**src/rtl/float_max_reduce_if.sv**
```systemverilog
// Handshake/config/result bundle for float_max_reduce.
// master drives the stream and config; slave is the reduction unit.
interface float_max_reduce_if #(
   parameter int DATA_W = 32,
   parameter int CNT_W  = 16
);
   logic              run;
   logic              running;
   logic [DATA_W-1:0] in0;
   logic [CNT_W-1:0]  length;
   logic              mode;
   logic [DATA_W-1:0] out0;
   logic [CNT_W-1:0]  out1;
   logic              done;

   modport master (
      output run, running, in0, length, mode,
      input  out0, out1, done
   );

   modport slave (
      input  run, running, in0, length, mode,
      output out0, out1, done
   );
endinterface

```
**src/rtl/float_max_reduce.sv**
```systemverilog
// Streaming float max/min reduction: folds a vector into (extreme value, first index).
// Optional FLOAT_MAX_REDUCE_NAN_PROP_EN: first NaN becomes a sticky result.
//
// state  | meaning
// IDLE   | after reset, waiting for run
// ACCUM  | consuming elements while running=1
// DRAIN  | retiring the last stage-2 compare (entered directly on run with length=0)
// DONE   | result final, done=1, held until next run
module float_max_reduce #(
   parameter int DATA_W = 32,
   parameter int EXP_W  = 8,
   parameter int CNT_W  = 16
) (
   input logic               clk,
   input logic               rst,
   float_max_reduce_if.slave bus
);

   localparam int MANT_W = DATA_W - EXP_W - 1;
   localparam logic [DATA_W-1:0] CANON_NAN =
      {1'b0, {EXP_W{1'b1}}, 1'b1, {(MANT_W-1){1'b0}}};

   localparam logic [1:0] S_IDLE  = 2'd0;
   localparam logic [1:0] S_ACCUM = 2'd1;
   localparam logic [1:0] S_DRAIN = 2'd2;
   localparam logic [1:0] S_DONE  = 2'd3;

   function automatic logic is_nan(input logic [DATA_W-1:0] v);
      return (&v[DATA_W-2 -: EXP_W]) && (|v[MANT_W-1:0]);
   endfunction

   // Maps sign-magnitude to an unsigned key with the same order; -0 sorts below +0.
   function automatic logic [DATA_W-1:0] order_key(input logic [DATA_W-1:0] v);
      return v[DATA_W-1] ? {1'b0, ~v[DATA_W-2:0]} : {1'b1, v[DATA_W-2:0]};
   endfunction

   logic [1:0]        state_q,      state_d;
   logic [CNT_W-1:0]  len_q,        len_d;
   logic              mode_q,       mode_d;
   logic [CNT_W-1:0]  count_q,      count_d;
   logic              s1_valid_q,   s1_valid_d;
   logic [DATA_W-1:0] s1_data_q,    s1_data_d;
   logic [CNT_W-1:0]  s1_idx_q,     s1_idx_d;
   logic              best_valid_q, best_valid_d;
   logic [DATA_W-1:0] best_q,       best_d;
   logic [CNT_W-1:0]  idx_q,        idx_d;
`ifdef FLOAT_MAX_REDUCE_NAN_PROP_EN
   logic              nan_seen_q,   nan_seen_d;
`endif

   logic [DATA_W-1:0] e_key;
   logic [DATA_W-1:0] b_key;
   logic              better;
   logic [CNT_W-1:0]  count_inc;

   always_comb begin
      e_key     = order_key(s1_data_q);
      b_key     = order_key(best_q);
      better    = mode_q ? (e_key < b_key) : (e_key > b_key);
      count_inc = count_q + 1'b1;
   end

   always_comb begin
      state_d      = state_q;
      len_d        = len_q;
      mode_d       = mode_q;
      count_d      = count_q;
      s1_valid_d   = 1'b0;
      s1_data_d    = s1_data_q;
      s1_idx_d     = s1_idx_q;
      best_valid_d = best_valid_q;
      best_d       = best_q;
      idx_d        = idx_q;
`ifdef FLOAT_MAX_REDUCE_NAN_PROP_EN
      nan_seen_d   = nan_seen_q;
`endif

      // Stage 2: fold the registered element into the running best.
      if (s1_valid_q) begin
`ifdef FLOAT_MAX_REDUCE_NAN_PROP_EN
         if (!nan_seen_q) begin
            if (is_nan(s1_data_q)) begin
               nan_seen_d   = 1'b1;
               best_valid_d = 1'b1;
               best_d       = CANON_NAN;
               idx_d        = s1_idx_q;
            end else if (!best_valid_q || better) begin
               best_valid_d = 1'b1;
               best_d       = s1_data_q;
               idx_d        = s1_idx_q;
            end
         end
`else
         if (!is_nan(s1_data_q) && (!best_valid_q || better)) begin
            best_valid_d = 1'b1;
            best_d       = s1_data_q;
            idx_d        = s1_idx_q;
         end
`endif
      end

      // Stage 1 / sequencing.
      case (state_q)
         S_ACCUM: begin
            if (bus.running) begin
               s1_valid_d = 1'b1;
               s1_data_d  = bus.in0;
               s1_idx_d   = count_q;
               count_d    = count_inc;
               if (count_inc == len_q) state_d = S_DRAIN;
            end
         end
         S_DRAIN: state_d = S_DONE;
         default: ;
      endcase

      // run wins over everything, including an in-flight stage-2 update.
      if (bus.run) begin
         state_d      = (bus.length == '0) ? S_DRAIN : S_ACCUM;
         len_d        = bus.length;
         mode_d       = bus.mode;
         count_d      = '0;
         s1_valid_d   = 1'b0;
         best_valid_d = 1'b0;
         best_d       = CANON_NAN;
         idx_d        = '1;
`ifdef FLOAT_MAX_REDUCE_NAN_PROP_EN
         nan_seen_d   = 1'b0;
`endif
      end
   end

   always_ff @(posedge clk or negedge rst) begin
      if (!rst) begin
         state_q      <= S_IDLE;
         len_q        <= '0;
         mode_q       <= 1'b0;
         count_q      <= '0;
         s1_valid_q   <= 1'b0;
         s1_data_q    <= '0;
         s1_idx_q     <= '0;
         best_valid_q <= 1'b0;
         best_q       <= '0;
         idx_q        <= '0;
`ifdef FLOAT_MAX_REDUCE_NAN_PROP_EN
         nan_seen_q   <= 1'b0;
`endif
      end else begin
         state_q      <= state_d;
         len_q        <= len_d;
         mode_q       <= mode_d;
         count_q      <= count_d;
         s1_valid_q   <= s1_valid_d;
         s1_data_q    <= s1_data_d;
         s1_idx_q     <= s1_idx_d;
         best_valid_q <= best_valid_d;
         best_q       <= best_d;
         idx_q        <= idx_d;
`ifdef FLOAT_MAX_REDUCE_NAN_PROP_EN
         nan_seen_q   <= nan_seen_d;
`endif
      end
   end

   assign bus.out0 = best_q;
   assign bus.out1 = idx_q;
   assign bus.done = (state_q == S_DONE);

endmodule

```
**src/flat_wrapper.sv**
```systemverilog
// flat-port wrapper written by rule: the top's interface ports become plain ports
module float_max_reduce_flat 
#(
   parameter int DATA_W = 32,
   parameter int EXP_W  = 8,
   parameter int CNT_W  = 16
)
  (clk, rst, bus_run, bus_running, bus_in0, bus_length, bus_mode, bus_out0, bus_out1, bus_done);
  float_max_reduce_if #(.DATA_W(DATA_W), .CNT_W(CNT_W)) bus_i ();
  input logic clk;
  input logic rst;
  input wire logic [$bits(bus_i.run)-1:0] bus_run;
  input wire logic [$bits(bus_i.running)-1:0] bus_running;
  input wire logic [$bits(bus_i.in0)-1:0] bus_in0;
  input wire logic [$bits(bus_i.length)-1:0] bus_length;
  input wire logic [$bits(bus_i.mode)-1:0] bus_mode;
  output wire logic [$bits(bus_i.out0)-1:0] bus_out0;
  output wire logic [$bits(bus_i.out1)-1:0] bus_out1;
  output wire logic [$bits(bus_i.done)-1:0] bus_done;
  assign bus_i.run = bus_run;
  assign bus_i.running = bus_running;
  assign bus_i.in0 = bus_in0;
  assign bus_i.length = bus_length;
  assign bus_i.mode = bus_mode;
  assign bus_out0 = bus_i.out0;
  assign bus_out1 = bus_i.out1;
  assign bus_done = bus_i.done;
  float_max_reduce #(.DATA_W(DATA_W), .EXP_W(EXP_W), .CNT_W(CNT_W)) u_core (.clk(clk), .rst(rst), .bus(bus_i));
endmodule
```
**config.mk**
```make
export PLATFORM = sky130hd
export DESIGN_NAME = float_max_reduce_flat
export DESIGN_NICKNAME = d
export VERILOG_FILES = /design/src/rtl/float_max_reduce_if.sv /design/src/rtl/float_max_reduce.sv /design/src/flat_wrapper.sv
export SDC_FILE = /design/constraint.sdc
export NUM_CORES = 1
export LEC_CHECK = 0
export CAP_MARGIN = 20
export CORE_AREA = 2 2 125 127
export CTS_CLUSTER_SIZE = 10
export DETAILED_ROUTE_END_ITERATION = 6
export DIE_AREA = 0 0 127 129
export GPL_TIMING_DRIVEN = 0
export PLACE_DENSITY = 0.75
export SKIP_LAST_GASP = 1
export SLEW_MARGIN = 20
export SYNTH_ARGS = -nofsm -noshare
export SYNTH_HDL_FRONTEND = slang
export SYNTH_SLANG_ARGS = --single-unit
export TNS_END_PERCENT = 1
```
**constraint.sdc**
```tcl
create_clock -name clk -period 2.85 [get_ports clk]
set_input_delay 0.855 -clock clk [delete_from_list [all_inputs] [get_ports clk]]
set_output_delay 0.855 -clock clk [all_outputs]
set_load 0.05 [all_outputs]
```
==> results.sh <==
export IMPL_status="complete, but fails checks"
export IMPL_violations="negative setup slack"
export IMPL_synth_edf_count=0
export IMPL_grt_use_total_pct=23.1
export IMPL_drt_antenna_violating_nets=0
export IMPL_startpoint_type="flop"
export IMPL_cp_cell_sequence="buf_12 > buf_6 > xor2_1 > ha_1 > a21oi_1 > a21boi_1 > o41a_1 > o31ai_2 > o21ba_4 > buf_12 > buf_12 > mux2i_2"
export IMPL_place_ws_ns=-0.787
export IMPL_synth_adder_area_share_pct=5.63
export IMPL_clkTransAtPathRegs_ns=0.05
export IMPL_avgViaCountPerCell=5.44
export IMPL_ys_ff_latch=133
export IMPL_powerDensity_nw_per_um2=645
export IMPL_ioPinCount=102
export IMPL_synth_area_mux_share_pct=9.00
export IMPL_clk_path_buf_depth=2
export IMPL_worst_pin_slew_ns=0.650
export IMPL_fin_ws_ns=-0.221
export IMPL_cp_arrival_ns=3.41
export IMPL_fin_skew_ns=0.00791
export IMPL_synth_seq_area_share_pct=45.4
export IMPL_die_h_um=129
export IMPL_drv_slew=0
export IMPL_dp_hpwl_um=12700
export IMPL_finalHoldViolCount=0
export IMPL_num_rows=45
export IMPL_grt_setup_unrepaired="yes"
export IMPL_drc=0
export IMPL_grt_max_degree=87
export IMPL_synth_ff_type="dfrtp_1"
export IMPL_period_share_pct=108
export IMPL_ys_types=50
export IMPL_post_route_cells_drive_above_1_share_pct=10.8
export IMPL_critPathMaxStageDelay_ns=0.48
export IMPL_htreeDepth=4
export IMPL_hold_ws_ns=0.321
export IMPL_maxCapViolCount=0
export IMPL_synth_xor_area_share_pct=11.0
export IMPL_core_region_area_sq_um=15000
export IMPL_drtPass1Iterations=7
export IMPL_clk_latency_ns=0.42
export IMPL_setup_violations=48
export IMPL_min_path_type="in -> async"
export IMPL_grt_pass1_wl_um=29600
export IMPL_netlist_area_sq_um=7340
export IMPL_crit_path_end_kind="flop"
export IMPL_synthTopCellsByArea="dfrtp_1 (45%), nand2_1 (10%), mux2i_1 (6.5%)"
export IMPL_synth_top_family_by_area="simple AND/OR/NAND/NOR gates"
export IMPL_via_count=6079
export IMPL_crit_top_cell="buf_12"
export IMPL_slew_headroom_pct=56.6
export IMPL_synth_top_area_share_pct=45.4
export IMPL_path_buf_inv=4
export IMPL_antenna_found_initial=0
export IMPL_ys_async_sr_fraction_pct=100
export IMPL_final_nets=1004
export IMPL_synth_warnings=0
export IMPL_syn_inst=784
export IMPL_place_gp_congestion=0.860
export IMPL_syn_to_final_growth_pct=30.9
export IMPL_synth_simple_gate_area_share_pct=19.7
export IMPL_numClockSinks=133
export IMPL_yosysMostFrequentCell="nand2_1"
export IMPL_cts_hold_buf=0
export IMPL_cts_root_buf="clkbuf_16"
export IMPL_antenna_cells=0
export IMPL_cp_max_fo=7
export IMPL_yosysTopAreaCell="dfrtp_1"
export IMPL_synth_fp_nets=870
export IMPL_fin_crit_ns=3.07
export IMPL_wl_per_cell_um=16.5
export IMPL_slowest_stage="dfrtp_2"
export IMPL_r2r_start="u_core.s1_data_q[31]"
export IMPL_cts_buffers=17
export IMPL_ff2ff_setup_slack_ns=-0.22
export IMPL_r2r_end="u_core.bus.out1[11]"
export IMPL_peakVddDrop_v=0.000491
export IMPL_synthTopCellsByCount="nand2_1 (201), dfrtp_1 (133), nor2_1 (71)"
export IMPL_rr_worst_depth=12
export IMPL_fmax_ghz=0.326
export IMPL_p_leak_nw=4.13
export IMPL_die_area_sq_um=16400
export IMPL_start_util_pct=49.0
export IMPL_drt_iter0_drc=376
export IMPL_grt_overflow=0
export IMPL_portBuffers=100
export IMPL_required_ns=3.19
export IMPL_crit_family="compound AO/OA/AOI/OAI gates"
export IMPL_cts_tree="done"
export IMPL_avgSynthCellArea_sq_um=9.36
export IMPL_critPathKind="reg -> reg"
export IMPL_synth_compound_area_share_pct=5.83
export IMPL_wl_um=18400
export IMPL_grt_pass1_vias=5964
export IMPL_fp_dieW_um=127
placed cells by master (no fill, tap or decap), types with 5 or more instances in the layout:
master	Yosys	layout
ha_1	33	33
clkdlybuf4s50_1	0	99
mux2i_1	48	47
clkbuf_1	29	28
o21ai_0	14	13
buf_2	6	6
a21oi_1	18	15
nor4_1	14	12
nand3_1	9	9
nand4_1	16	16
mux2_2	16	16
nor3_1	10	10
buf_12	0	5
inv_1	10	10
dfrtp_1	133	131
nor2_1	71	71
xnor2_1	48	47
xor2_1	44	44
clkbuf_16	0	19
buf_4	2	15
o21a_1	5	5
nand2_1	201	199
where the power goes:
| part | total, mW | switching [mW] | internal, mW |
|---|---|---|---|
| clock network | 2.36 | 0.810 | 1.55 |
| logic | 1.58 | 0.865 | 0.717 |
| registers | 2.25 | 0.204 | 2.05 |
registers in the layout, summed over array words and instances (netlist names):
register             cells
u_core.best_valid_q      1
u_core.s1_idx_q         16
u_core.bus.out0         32
u_core.bus.out1         16
u_core.s1_data_q        32
u_core.count_q          16
u_core.len_q            16
u_core.s1_valid_q        1
u_core.mode_q            1
u_core.state_q           2
cell type report:
class	instances	area (sq um)
Clock buffer	23	488
Sequential cell	133	3330
Timing Repair Buffer	118	1230
Buffer	46	309
Multi-Input combinational cell	592	3830
Tap cell	188	235
Inverter	10	37.5
Fill cell	1206	5370
Clock inverter	8	146
kinds of logic (layout without fill, tap and decap cells):
logic type,count (synthesis),count (layout)
compound gates,65,65
flops,133,133
fa+ha+maj,33,33
mux,64,64
buf+inv,59,205
simple gates,338,338
xor+xnor,92,92
stage by stage:
stage                     power [mW]  util [%]  area, sq um  TNS [ns]  cells
final                           6.20      64.1         9610     -8.44   1118
after global routing            6.49      64.1         9610    -11.41   1118
after CTS                       6.14      63.5         9510     -4.78   1114
after detailed placement        3.64      57.7         8650    -36.80   1073
after global placement          3.59      57.5         8610   -607.53   1072
after floorplan                 3.18         -         7380     -4.49    784
how the worst max path moves through the flow:
stage / from / cells after the start / end / slack, ns
5_1_grt: u_core.s1_data_q[31] / 12 / u_core.bus.out1[11] / -0.28
3_3_place_gp: rst / 1 / u_core.bus.out0[31] / -4.83
3_5_place_dp: u_core.s1_data_q[31] / 13 / u_core.bus.out1[11] / -0.79
6_report: u_core.s1_data_q[31] / 12 / u_core.bus.out1[11] / -0.22
4_1_cts: u_core.s1_data_q[31] / 13 / u_core.bus.out1[3] / -0.14
2_1_floorplan: u_core.bus.out0[31] / 14 / u_core.bus.out0[26] / -0.16
metal layers:
metal	GRT usage, %	routed length [um]	up-vias
li1	-	-	2898
met1	28.9	8070	2995
met2	39.4	9110	155
met3	5.07	810	31
met4	8.79	412	0
met5	0	0	-
timing repair:
item	in CTS	in global routing
resized for setup	29	10
endpoints found under the setup margin	48	50
pin swaps	17	9
gates cloned	2	1
setup buffers	11	3
No activity file was read; power rests on OpenSTA's default activity.
